File: config.mk
export PLATFORM = sky130hd
export DESIGN_NAME = l2_cache_param_flat
export DESIGN_NICKNAME = d
export VERILOG_FILES = /design/src/rtl/lc3b_types.sv /design/src/rtl/l2_cache_param_if.sv /design/src/rtl/l2_cache_param_plru.sv /design/src/rtl/l2_cache_param.sv /design/src/flat_wrapper.sv
export SDC_FILE = /design/constraint.sdc
export NUM_CORES = 2
export LEC_CHECK = 0
export ABC_AREA = 1
export CORE_ASPECT_RATIO = 0.7
export CORE_MARGIN = 5
export CORE_UTILIZATION = 41
export DETAILED_ROUTE_END_ITERATION = 6
export GPL_TIMING_DRIVEN = 0
export REMOVE_ABC_BUFFERS = 1
export SYNTH_ARGS = -nofsm -noshare
export SYNTH_HDL_FRONTEND = slang
export SYNTH_HIERARCHICAL = 1
export SYNTH_MEMORY_MAX_BITS = 65536
export SYNTH_SLANG_ARGS = --single-unit
File: constraint.sdc
create_clock -name clk -period 15.7 [get_ports clk]
set_input_delay 2.355 -clock clk [delete_from_list [all_inputs] [get_ports clk]]
set_output_delay 2.355 -clock clk [all_outputs]
set_load 0.05 [all_outputs]
File: src/rtl/lc3b_types.sv
// Shared LC-3b types plus the L2 controller state encoding.
package lc3b_types;

  typedef logic [15:0]  lc3b_word;
  typedef logic [127:0] lc3b_cache_line;

  localparam int LINE_OFFSET_BITS = 4;

  typedef enum logic [1:0] {
    IDLE,
    WRITEBACK,
    ALLOCATE
  } l2_state_e;

endpackage

File: src/rtl/l2_cache_param_if.sv
// L1-arbiter and physical-memory bus bundle for the parametrised L2 cache.
interface l2_cache_param_if;
  import lc3b_types::*;

  lc3b_word       l2arb_mem_address;
  logic           l2arb_mem_read;
  logic           l2arb_mem_write;
  lc3b_cache_line l2arb_mem_wdata;
  lc3b_cache_line l2arb_mem_rdata;
  logic           l2arb_mem_resp;

  lc3b_word       pmem_address;
  logic           pmem_read;
  logic           pmem_write;
  lc3b_cache_line pmem_wdata;
  lc3b_cache_line pmem_rdata;
  logic           pmem_resp;

  modport slave (
    input  l2arb_mem_address, l2arb_mem_read, l2arb_mem_write, l2arb_mem_wdata,
    output l2arb_mem_rdata, l2arb_mem_resp,
    output pmem_address, pmem_read, pmem_write, pmem_wdata,
    input  pmem_rdata, pmem_resp
  );

  modport master (
    output l2arb_mem_address, l2arb_mem_read, l2arb_mem_write, l2arb_mem_wdata,
    input  l2arb_mem_rdata, l2arb_mem_resp,
    input  pmem_address, pmem_read, pmem_write, pmem_wdata,
    output pmem_rdata, pmem_resp
  );

endinterface

File: src/rtl/l2_cache_param_plru.sv
// Per-set tree pseudo-LRU: heap-ordered nodes (children of n are 2n+1, 2n+2),
// a node bit of 0 steers the victim walk toward the lower ways.
module l2_plru_tree #(
  parameter int WAYS = 4,
  parameter int SETS = 8,
  localparam int IDX_W = $clog2(SETS),
  localparam int WAY_W = $clog2(WAYS)
) (
  input  logic             clk,
  input  logic             rst_n,
  input  logic [IDX_W-1:0] index,
  output logic [WAY_W-1:0] victim,
  input  logic [WAY_W-1:0] way,
  input  logic             touch
);

  logic [WAYS-2:0] bits [SETS];
  logic [WAYS-2:0] cur;
  logic [WAYS-2:0] upd;

  always_comb begin
    int node;
    logic sel;
    cur  = bits[index];
    node = 0;
    for (int l = 0; l < WAY_W; l++) begin
      sel = 1'b0;
      for (int n = 0; n < WAYS - 1; n++) begin
        if (n == node) sel = cur[n];
      end
      node = 2 * node + 1 + (sel ? 1 : 0);
    end
    victim = WAY_W'(node - (WAYS - 1));
  end

  // Climb from the touched leaf, pointing each ancestor at the opposite subtree.
  always_comb begin
    int child;
    int parent;
    upd   = cur;
    child = int'(way) + WAYS - 1;
    for (int l = 0; l < WAY_W; l++) begin
      parent = (child - 1) / 2;
      for (int n = 0; n < WAYS - 1; n++) begin
        if (n == parent) upd[n] = (child % 2 == 1);
      end
      child = parent;
    end
  end

  always_ff @(posedge clk) begin
    if (!rst_n) begin
      for (int s = 0; s < SETS; s++) bits[s] <= '0;
    end else if (touch) begin
      bits[index] <= upd;
    end
  end

endmodule

File: src/rtl/l2_cache_param.sv
// N-way set-associative write-back, write-allocate L2 with tree PLRU
// replacement and saturating hit/miss counters.
module l2_cache_param
  import lc3b_types::*;
#(
  parameter int WAYS    = 4,
  parameter int SETS    = 8,
  parameter int COUNT_W = 16
) (
  input  logic               clk,
  input  logic               rst_n,
  l2_cache_param_if.slave    bus,
  output logic [COUNT_W-1:0] hit_count,
  output logic [COUNT_W-1:0] miss_count
);

  localparam int IDX_W = $clog2(SETS);
  localparam int WAY_W = $clog2(WAYS);
  localparam int TAG_W = 16 - LINE_OFFSET_BITS - IDX_W;

  logic [WAYS-1:0] valid_arr [SETS];
  logic [WAYS-1:0] dirty_arr [SETS];
  logic [TAG_W-1:0] tag_arr [SETS][WAYS];
  lc3b_cache_line   data_arr [SETS][WAYS];

  l2_state_e state_q, state_d;
  logic [WAY_W-1:0] victim_q, miss_victim, plru_victim, hit_way, inv_way;
  logic hit, inv_found, req;
  logic touch, hit_fire, miss_fire, store, fill;

  logic [IDX_W-1:0] idx;
  logic [TAG_W-1:0] tag;

  assign idx = bus.l2arb_mem_address[LINE_OFFSET_BITS +: IDX_W];
  assign tag = bus.l2arb_mem_address[15 -: TAG_W];
  assign req = bus.l2arb_mem_read | bus.l2arb_mem_write;

  l2_plru_tree #(.WAYS(WAYS), .SETS(SETS)) plru (
    .clk    (clk),
    .rst_n  (rst_n),
    .index  (idx),
    .victim (plru_victim),
    .way    (hit_way),
    .touch  (touch)
  );

  // Invalid ways are scanned downward so the lowest-numbered one wins.
  always_comb begin
    hit       = 1'b0;
    hit_way   = '0;
    inv_found = 1'b0;
    inv_way   = '0;
    for (int w = 0; w < WAYS; w++) begin
      if (valid_arr[idx][w] && tag_arr[idx][w] == tag) begin
        hit     = 1'b1;
        hit_way = WAY_W'(w);
      end
    end
    for (int w = WAYS - 1; w >= 0; w--) begin
      if (!valid_arr[idx][w]) begin
        inv_found = 1'b1;
        inv_way   = WAY_W'(w);
      end
    end
    miss_victim = inv_found ? inv_way : plru_victim;
  end

  assign bus.l2arb_mem_rdata = data_arr[idx][hit_way];

  always_comb begin
    state_d          = state_q;
    bus.l2arb_mem_resp = 1'b0;
    bus.pmem_read    = 1'b0;
    bus.pmem_write   = 1'b0;
    bus.pmem_address = '0;
    bus.pmem_wdata   = '0;
    touch            = 1'b0;
    hit_fire         = 1'b0;
    miss_fire        = 1'b0;
    store            = 1'b0;
    fill             = 1'b0;
    case (state_q)
      IDLE: begin
        if (req && hit) begin
          bus.l2arb_mem_resp = 1'b1;
          touch    = 1'b1;
          hit_fire = 1'b1;
          store    = bus.l2arb_mem_write;
        end else if (req) begin
          miss_fire = 1'b1;
          state_d   = (valid_arr[idx][miss_victim] && dirty_arr[idx][miss_victim])
                      ? WRITEBACK : ALLOCATE;
        end
      end
      WRITEBACK: begin
        bus.pmem_write   = 1'b1;
        bus.pmem_address = {tag_arr[idx][victim_q], idx, {LINE_OFFSET_BITS{1'b0}}};
        bus.pmem_wdata   = data_arr[idx][victim_q];
        if (bus.pmem_resp) state_d = ALLOCATE;
      end
      ALLOCATE: begin
        bus.pmem_read    = 1'b1;
        bus.pmem_address = {tag, idx, {LINE_OFFSET_BITS{1'b0}}};
        if (bus.pmem_resp) begin
          fill    = 1'b1;
          state_d = IDLE;
        end
      end
      default: state_d = IDLE;
    endcase
  end

  always_ff @(posedge clk) begin
    if (!rst_n) begin
      state_q    <= IDLE;
      victim_q   <= '0;
      hit_count  <= '0;
      miss_count <= '0;
      for (int s = 0; s < SETS; s++) begin
        valid_arr[s] <= '0;
        dirty_arr[s] <= '0;
      end
    end else begin
      state_q <= state_d;
      if (miss_fire) victim_q <= miss_victim;
      if (store) dirty_arr[idx][hit_way] <= 1'b1;
      if (fill) begin
        valid_arr[idx][victim_q] <= 1'b1;
        dirty_arr[idx][victim_q] <= 1'b0;
      end
      if (hit_fire && hit_count != '1) hit_count <= hit_count + COUNT_W'(1);
      if (miss_fire && miss_count != '1) miss_count <= miss_count + COUNT_W'(1);
    end
  end

  // Tag and data storage carries no reset; writes are still blocked while in reset.
  always_ff @(posedge clk) begin
    if (rst_n) begin
      if (store) data_arr[idx][hit_way] <= bus.l2arb_mem_wdata;
      if (fill) begin
        data_arr[idx][victim_q] <= bus.pmem_rdata;
        tag_arr[idx][victim_q]  <= tag;
      end
    end
  end

endmodule

File: src/flat_wrapper.sv
// flat-port wrapper written by rule: the top's interface ports become plain ports
module l2_cache_param_flat import lc3b_types::*;
#(
  parameter int WAYS    = 4,
  parameter int SETS    = 8,
  parameter int COUNT_W = 16
)
  (clk, rst_n, hit_count, miss_count, bus_l2arb_mem_address, bus_l2arb_mem_read, bus_l2arb_mem_write, bus_l2arb_mem_wdata, bus_l2arb_mem_rdata, bus_l2arb_mem_resp, bus_pmem_address, bus_pmem_read, bus_pmem_write, bus_pmem_wdata, bus_pmem_rdata, bus_pmem_resp);
  l2_cache_param_if bus_i ();
  input  logic clk;
  input  logic rst_n;
  output logic [COUNT_W-1:0] hit_count;
  output logic [COUNT_W-1:0] miss_count;
  input wire logic [$bits(bus_i.l2arb_mem_address)-1:0] bus_l2arb_mem_address;
  input wire logic [$bits(bus_i.l2arb_mem_read)-1:0] bus_l2arb_mem_read;
  input wire logic [$bits(bus_i.l2arb_mem_write)-1:0] bus_l2arb_mem_write;
  input wire logic [$bits(bus_i.l2arb_mem_wdata)-1:0] bus_l2arb_mem_wdata;
  output wire logic [$bits(bus_i.l2arb_mem_rdata)-1:0] bus_l2arb_mem_rdata;
  output wire logic [$bits(bus_i.l2arb_mem_resp)-1:0] bus_l2arb_mem_resp;
  output wire logic [$bits(bus_i.pmem_address)-1:0] bus_pmem_address;
  output wire logic [$bits(bus_i.pmem_read)-1:0] bus_pmem_read;
  output wire logic [$bits(bus_i.pmem_write)-1:0] bus_pmem_write;
  output wire logic [$bits(bus_i.pmem_wdata)-1:0] bus_pmem_wdata;
  input wire logic [$bits(bus_i.pmem_rdata)-1:0] bus_pmem_rdata;
  input wire logic [$bits(bus_i.pmem_resp)-1:0] bus_pmem_resp;
  assign bus_i.l2arb_mem_address = bus_l2arb_mem_address;
  assign bus_i.l2arb_mem_read = bus_l2arb_mem_read;
  assign bus_i.l2arb_mem_write = bus_l2arb_mem_write;
  assign bus_i.l2arb_mem_wdata = bus_l2arb_mem_wdata;
  assign bus_l2arb_mem_rdata = bus_i.l2arb_mem_rdata;
  assign bus_l2arb_mem_resp = bus_i.l2arb_mem_resp;
  assign bus_pmem_address = bus_i.pmem_address;
  assign bus_pmem_read = bus_i.pmem_read;
  assign bus_pmem_write = bus_i.pmem_write;
  assign bus_pmem_wdata = bus_i.pmem_wdata;
  assign bus_i.pmem_rdata = bus_pmem_rdata;
  assign bus_i.pmem_resp = bus_pmem_resp;
  l2_cache_param #(.WAYS(WAYS), .SETS(SETS), .COUNT_W(COUNT_W)) u_core (.clk(clk), .rst_n(rst_n), .bus(bus_i), .hit_count(hit_count), .miss_count(miss_count));
endmodule
### After elaboration in Yosys (flattened, before gate mapping)

Memory sizes are Yosys's and may differ from the RTL's.
Index checks and enable logic that the tools add are counted.

| storage, ports and cells | value |
|---|---|
| register bits after elaboration | 36 |
| memory bits (writable) | 4472 |
| input port bits | 277 |
| logic and storage cells | 1200 |
| memories | 5 |

Memory list:

| memory | depth | width | rd ports | clocked after Yosys merged registers in | write ports | RTL line | text |
|---|---|---|---|---|---|---|---|
| u_core.data_arr | 8 | 512 | 1 | 0 | 1 | l2_cache_param.sv:24 | `lc3b_cache_line data_arr [SETS][WAYS];` |
| u_core.tag_arr | 8 | 36 | 1 | 0 | 1 | l2_cache_param.sv:23 | `logic [TAG_W-1:0] tag_arr [SETS][WAYS];` |
| u_core.dirty_arr | 8 | 4 | 1 | 0 | 8 | l2_cache_param.sv:22 | `logic [WAYS-1:0] dirty_arr [SETS];` |
| u_core.valid_arr | 8 | 4 | 1 | 0 | 8 | l2_cache_param.sv:21 | `logic [WAYS-1:0] valid_arr [SETS];` |
| u_core.plru.bits | 8 | 3 | 1 | 0 | 8 | l2_cache_param_plru.sv:17 | `logic [WAYS-2:0] bits [SETS];` |

| cells by class | value |
|---|---|
| add/subtract/negate cells | 12 |
| $lt $le $gt $ge | 9 |
| eq/ne operators | 20 |
| muxes and demuxes | 607 |
| bitwise gates (word level) | 523 |
| reduce and logical (&&, ||, !) cells | 20 |

Operators with widths:

| operator | number |
|---|---|
| $mux W512 | 2 |
| $mux W128 | 7 |
| $mux W1 | 560 |
| $or A1 B1 Y1 | 517 |
| $bmux W128 S2 | 2 |
| $demux W128 S2 | 2 |
| $logic_not A32 Y1 | 3 |
| $add A32 B1 Y32 | 2 |
| $eq A2 B32 Y1 const A | 2 |
| $eq A3 B32 Y1 const A | 2 |
| $eq A9 B9 Y1 | 4 |
| $mux W36 | 1 |
| $add A16 B1 Y16 const B | 2 |
| $ne A16 B16 Y1 const B | 2 |
| $pmux W16 S2 | 1 |
| $sub A32 B2 Y32 const B | 1 |
| $mux W9 | 3 |
| $mux W2 | 12 |
| $mux W4 | 6 |
| $bmux W9 S2 | 1 |
| $demux W9 S2 | 1 |
| $logic_and A1 B1 Y1 | 12 |
| $mux W3 | 4 |
| $lt A2 B3 Y1 const B | 3 |
| other kinds (25) | 39 |

### Depth between registers and ports, before layout

An unclocked memory read counts as a cell.

| logic depth | value |
|---|---|
| depth in word-level cells | 18 |
| depth in mapped cells | 40 |

### Hierarchy

The synthesis kept the hierarchy.

By module, submodules not included:

| module | times used | cells an instance | area an instance (um^2) | sequential area each (um^2) |
|---|---|---|---|---|
| l2_cache_param | 1 | 13070 | 176705.7 | 133968.5 |
| l2_plru_tree | 1 | 199 | 1665.3 | 720.7 |

### Least setup slack after synthesis

Ideal clock, no wire load.

| path | value |
|---|---|
| kind | input to output |
| from | input bus_l2arb_mem_address[4] |
| to | output bus_l2arb_mem_resp |
| data arrival time | 5.079 ns |
| required time | 13.345 ns |
| path slack | 8.266 ns |
| stages | 15 |
| buffers on the path | 5 |
| path through | buf_6 > buf_6 > buf_6 > buf_6 > or2_0 > nand3_1 > nand2_1 > o21ai_1 > nand2_1 > nor2_1 > nand3_1 > o21ai_1 > nor2_4 > buf_2 > nor3_1 |

| on the way | value |
|---|---|
| longest elaborated chain between the ends | 10 |

RTL lines:

| item | RTL line | text |
|---|---|---|
| from (decl) | flat_wrapper.sv:14 | `input wire logic [$bits(bus_i.l2arb_mem_address)-1:0] bus_l2arb_mem_address;` |
| $mem_v2 Z8 W36 | n/a |  |
| $eq A9 B9 Y1 | l2_cache_param.sv:54 | `if (valid_arr[idx][w] && tag_arr[idx][w] == tag) begin` |
| $logic_and A1 B1 Y1 | l2_cache_param.sv:54 |  |
| $mux W1 (3 in series) | l2_cache_param.sv:54 |  |
| $mux W1 * | l2_cache_param.sv:54 |  |
| $logic_and A1 B1 Y1 * | l2_cache_param.sv:84 | `if (req && hit) begin` |
| $mux W1 * | l2_cache_param.sv:84 |  |
| $mux W1 * | l2_cache_param.sv:82 | `case (state_q)` |
| to (decl) | flat_wrapper.sv:19 | `output wire logic [$bits(bus_i.l2arb_mem_resp)-1:0] bus_l2arb_mem_resp;` |

Every way passes the cells marked *; elsewhere a longest branch is shown, timed or not.

### Final worst setup path

| path | value |
|---|---|
| from | input bus_l2arb_mem_address[5] |
| to | output bus_l2arb_mem_rdata[79] |

| on the way | value |
|---|---|
| longest elaborated chain between the ends | 10 |

RTL lines:

| item | RTL line | text |
|---|---|---|
| $mem_v2 Z8 W36 | n/a |  |
| $eq A9 B9 Y1 | l2_cache_param.sv:54 |  |
| $logic_and A1 B1 Y1 | l2_cache_param.sv:54 |  |
| $mux W1 | l2_cache_param.sv:54 |  |
| $mux W2 (2 in series) | l2_cache_param.sv:54 |  |
| $not A2 Y3 (implied by the code) | l2_cache_param.sv:68 | `assign bus.l2arb_mem_rdata = data_arr[idx][hit_way];` |
| $bmux W128 S2 * | l2_cache_param.sv:68 |  |
| $mux W128 (implied by the code) * (2 in series) | l2_cache_param.sv:68 |  |
| to (decl) | flat_wrapper.sv:18 | `output wire logic [$bits(bus_i.l2arb_mem_rdata)-1:0] bus_l2arb_mem_rdata;` |

Every way passes the cells marked *; elsewhere a longest branch is shown, timed or not. The select of a mux whose other input is x is not followed.

==> flow_metrics.py <==
metrics = {
    "final_layout": {
        "drive_gt1_share_pct": 7.456,
        "stdcell_area_mm2": 0.2097,
        "area_growth_pct": 17.54,
        "ff_latch_area_mm2": 0.1347,
        "final_nets": 14100,
        "stdcell_count": 20020,
        "fillers": 36780,
        "multi_input_area_mm2": 0.03797,
    },
    "sta": {
        "fin_crit_ns": 14.22,
        "fmax_mhz": 70.31,
        "fin_setup_tns_ns": 0,
        "setup_viol": 0,
        "rsz0062_at_grt": "false",
        "finalHoldViolations": 0,
        "worst_pin_slew_ns": 1.404,
        "slew_headroom_pct": 6.415,
        "skew_ns": 0.07746,
        "period_share_pct": 90.59,
        "report.final.slew_viol_count": 0,
    },
    "synthesis": {
        "synth_commonest_cells": "edfxtp_1 (4,440), nand2_1 (3,596), o21ai_0 (726)",
        "async_flop_share_pct": 0,
        "post-synth-top-count-cell": "edfxtp_1",
        "synthTopCellsByArea": "edfxtp_1 (75%), nand2_1 (7.6%), a221oi_1 (2.4%), a22oi_1 (2.3%), o21ai_0 (2.0%)",
        "synth-seq-cells": 4508,
        "synth_cell_types": 54,
        "yosysWarnings": 6,
        "synth-edff-count": 4440,
        "yosysTopAreaCellShare_pct": 74.75,
        "synth_ff_type": "edfxtp_1",
        "syn_avg_cell_area_um2": 13.44,
        "synth_area_mm2": 0.1784,
        "syn_inst": 13270,
        "synth_area_leader_cell": "edfxtp_1",
        "yosysSeqAreaShare_pct": 75.51,
    },
    "global_routing": {
        "grt_pass1_wl_um": 890300,
        "grt_usage_pct": 27.88,
        "antenna_found_initial": 68,
        "grt_pass1_vias": 112400,
        "grt_overflow": 0,
        "grt_max_degree": 116,
    },
    "worst_setup_path": {
        "cp.required_ns": 13.35,
        "worstPathArrival_ns": 11.87,
        "critPathKind": "in -> out",
        "cp-start-kind": "input pin",
        "crit_path_end_kind": "output port",
        "critPathMaxFanout": 99,
    },
    "drt": {
        "vias_per_cell": 6.051,
        "wl_per_cell_um": 32.19,
        "drc_errors": 0,
        "ant_nets": 0,
        "drtIter0Drc": 17090,
        "firstDrtPassIters": 6,
        "vias": 121100,
        "finalWirelength_um": 644500,
    },
    "clock_tree": {
        "clk_path_buf_depth": 4,
        "ctsHoldBuffers": 0,
        "numCtsBuffers": 428,
        "cts-root-buf": "clkbuf_16",
        "post_cts_resized": 0,
        "clock-sinks": 4508,
        "cts_tree": "yes",
        "clock_latency_ns": 1.01,
        "cts_max_level": 5,
        "path_clk_slew_ns": 0.06,
        "cts_setup_buffers": 0,
    },
    "die": {
        "die_x_um": 798.4,
        "initial_utilization_pct": 41.20,
        "row_count": 202,
        "pin_count": 584,
        "die-area_mm2": 0.4486,
        "core-area_mm2": 0.4329,
        "die_h_um": 561.8,
    },
    "placement": {
        "port_buffers": 575,
        "placed_area_mm2": 0.1961,
        "dp.cells": 19200,
        "place_congestion": 0.8201,
        "dp.final_hpwl_um": 366100,
    },
    "flow_run": {
        "cap_violations": 0,
    },
    "power_and_ir_drop": {
        "peakVddDrop_mv": 0.1043,
        "leakage_uw": 0.06847,
        "powerDensity_mw_per_mm2": 121.6,
    },
    "hold_path": {
        "min_path_type": "reg -> reg",
    },
    "status": {
        "outcome": "completed",
    },
}
-- sequential cells by signal, indices dropped and copies added, names as in the netlist --
name,cells
u_core/plru/bits,24
u_core/valid_arr,32
u_core/data_arr,4096
u_core/victim_q,2
u_core/hit_count,16
u_core/tag_arr,288
u_core/state_q,2
u_core/dirty_arr,32
u_core/miss_count,16
-- report_power, final --
part | internal (µW) | total (µW) | switching, µW | leakage [µW]
sequential | 13300 | 13300 | 12.9 | 0.0405
combinational | 557 | 2030 | 1470 | 0.0214
clock | 5570 | 10100 | 4570 | 0.00656
-- metal layers --
| metal | wire (µm) | global-route usage [%] | share of wire (%) |
|---|---|---|---|
| met1 | 260500 | 39.44 | 40 |
| met2 | 284200 | 42.15 | 44 |
| met3 | 73590 | 6.426 | 11 |
| met4 | 26030 | 10.37 | 4.0 |
| met5 | 119 | 0 | 0.018 |
-- per-stage QoR --
stage	util (%)	worst slack (ns)	total power (µW)	hold WS [ns]
6_report	48.43	1.477	25500	0.4571
5_1_grt	48.41	1.537	26230	0.4819
4_1_cts	48.40	1.244	25600	0.4579
3_5_place_dp	45.29	1.262	15580	0.4427
3_3_place_gp	43.43	-91.16	16010	0.4342
2_1_floorplan	-	-9.415	14730	0.4231
-- worst max-delay path, stage by stage --
cell and delay, ns:
buf_2 0.27, buf_12 0.25, nor2_4 0.72, nand2_4 0.59, buf_12 0.37, inv_8 0.44, buf_16 0.43, buf_16 0.51
nand2_1 0.11, nand2_1 0.09, nor2_1 0.06, nand2_1 0.11, nand2_1 0.07, nand2_1 0.08, nor2_1 0.08, nand2_1 0.12
nor2_4 0.07, nand2_2 0.94, nand2_4 0.68, buf_12 0.40, inv_6 0.29, buf_16 0.36, nor2_1 0.10, o21ai_1 0.63
clkdlybuf4s50_1 0.95
-- area by class of cell --
class / count / share of cell area, %
Tap cell: 5814 / 3.470
Multi-Input combinational cell: 7299 / 18.11
Timing Repair Buffer: 913 / 6.384
Sequential cell: 4508 / 64.24
Antenna cell: 44 / 0.05252
Clock buffer: 539 / 5.403
Clock inverter: 243 / 1.019
Inverter: 661 / 1.321
-- kinds of logic (layout without fill, tap and decap cells) --
group,Yosys count,after routing,share of synthesized area (%)
AO/OA/AOI/OAI,2577,2577,10.02
XOR/XNOR,29,29,0.1424
adder cells (fa/ha/maj),13,13,0.09119
buffers and inverters,1465,2356,3.302
flip-flops,4508,4508,75.51
other,1,48,0.002102
AND/OR/NAND/NOR,4676,4676,10.94
-- final timing paths --
check                                start  slack (ns)  cells after the start                       to
setup / recovery  bus_l2arb_mem_address[5]        1.48                     25  bus_l2arb_mem_rdata[79]
hold / removal      u_core/valid_arr[5][0]        0.46                      2   u_core/valid_arr[5][0]
setup reg to reg    u_core/valid_arr[7][3]        7.06                     37   u_core/plru/bits[4][0]
hold reg to reg     u_core/valid_arr[5][0]        0.46                      2   u_core/valid_arr[5][0]
-- layout by cell type (no fill, tap or decap), types with 35 or more instances in the layout --
| cell type | synthesis | routed |
|---|---|---|
| nand3_1 | 143 | 143 |
| nand2_1 | 3596 | 3589 |
| a41oi_1 | 76 | 76 |
| clkinv_1 | 0 | 99 |
| a22oi_1 | 550 | 550 |
| o21ai_1 | 75 | 75 |
| dfxtp_1 | 68 | 68 |
| diode_2 | 0 | 44 |
| nor2_1 | 275 | 264 |
| clkinv_2 | 0 | 74 |
| buf_16 | 0 | 123 |
| nor3_1 | 50 | 50 |
| a221oi_1 | 485 | 485 |
| inv_1 | 650 | 613 |
| edfxtp_1 | 4440 | 4440 |
| a21oi_1 | 231 | 231 |
| clkbuf_1 | 519 | 100 |
| buf_12 | 0 | 214 |
| o21ai_0 | 726 | 726 |
| inv_8 | 0 | 35 |
| nand4_1 | 541 | 541 |
| o22ai_1 | 45 | 45 |
| clkbuf_16 | 0 | 436 |
| o2bb2ai_1 | 73 | 73 |
| clkdlybuf4s50_1 | 0 | 562 |
| a22o_1 | 247 | 247 |
(Power assumes the default switching activity.)
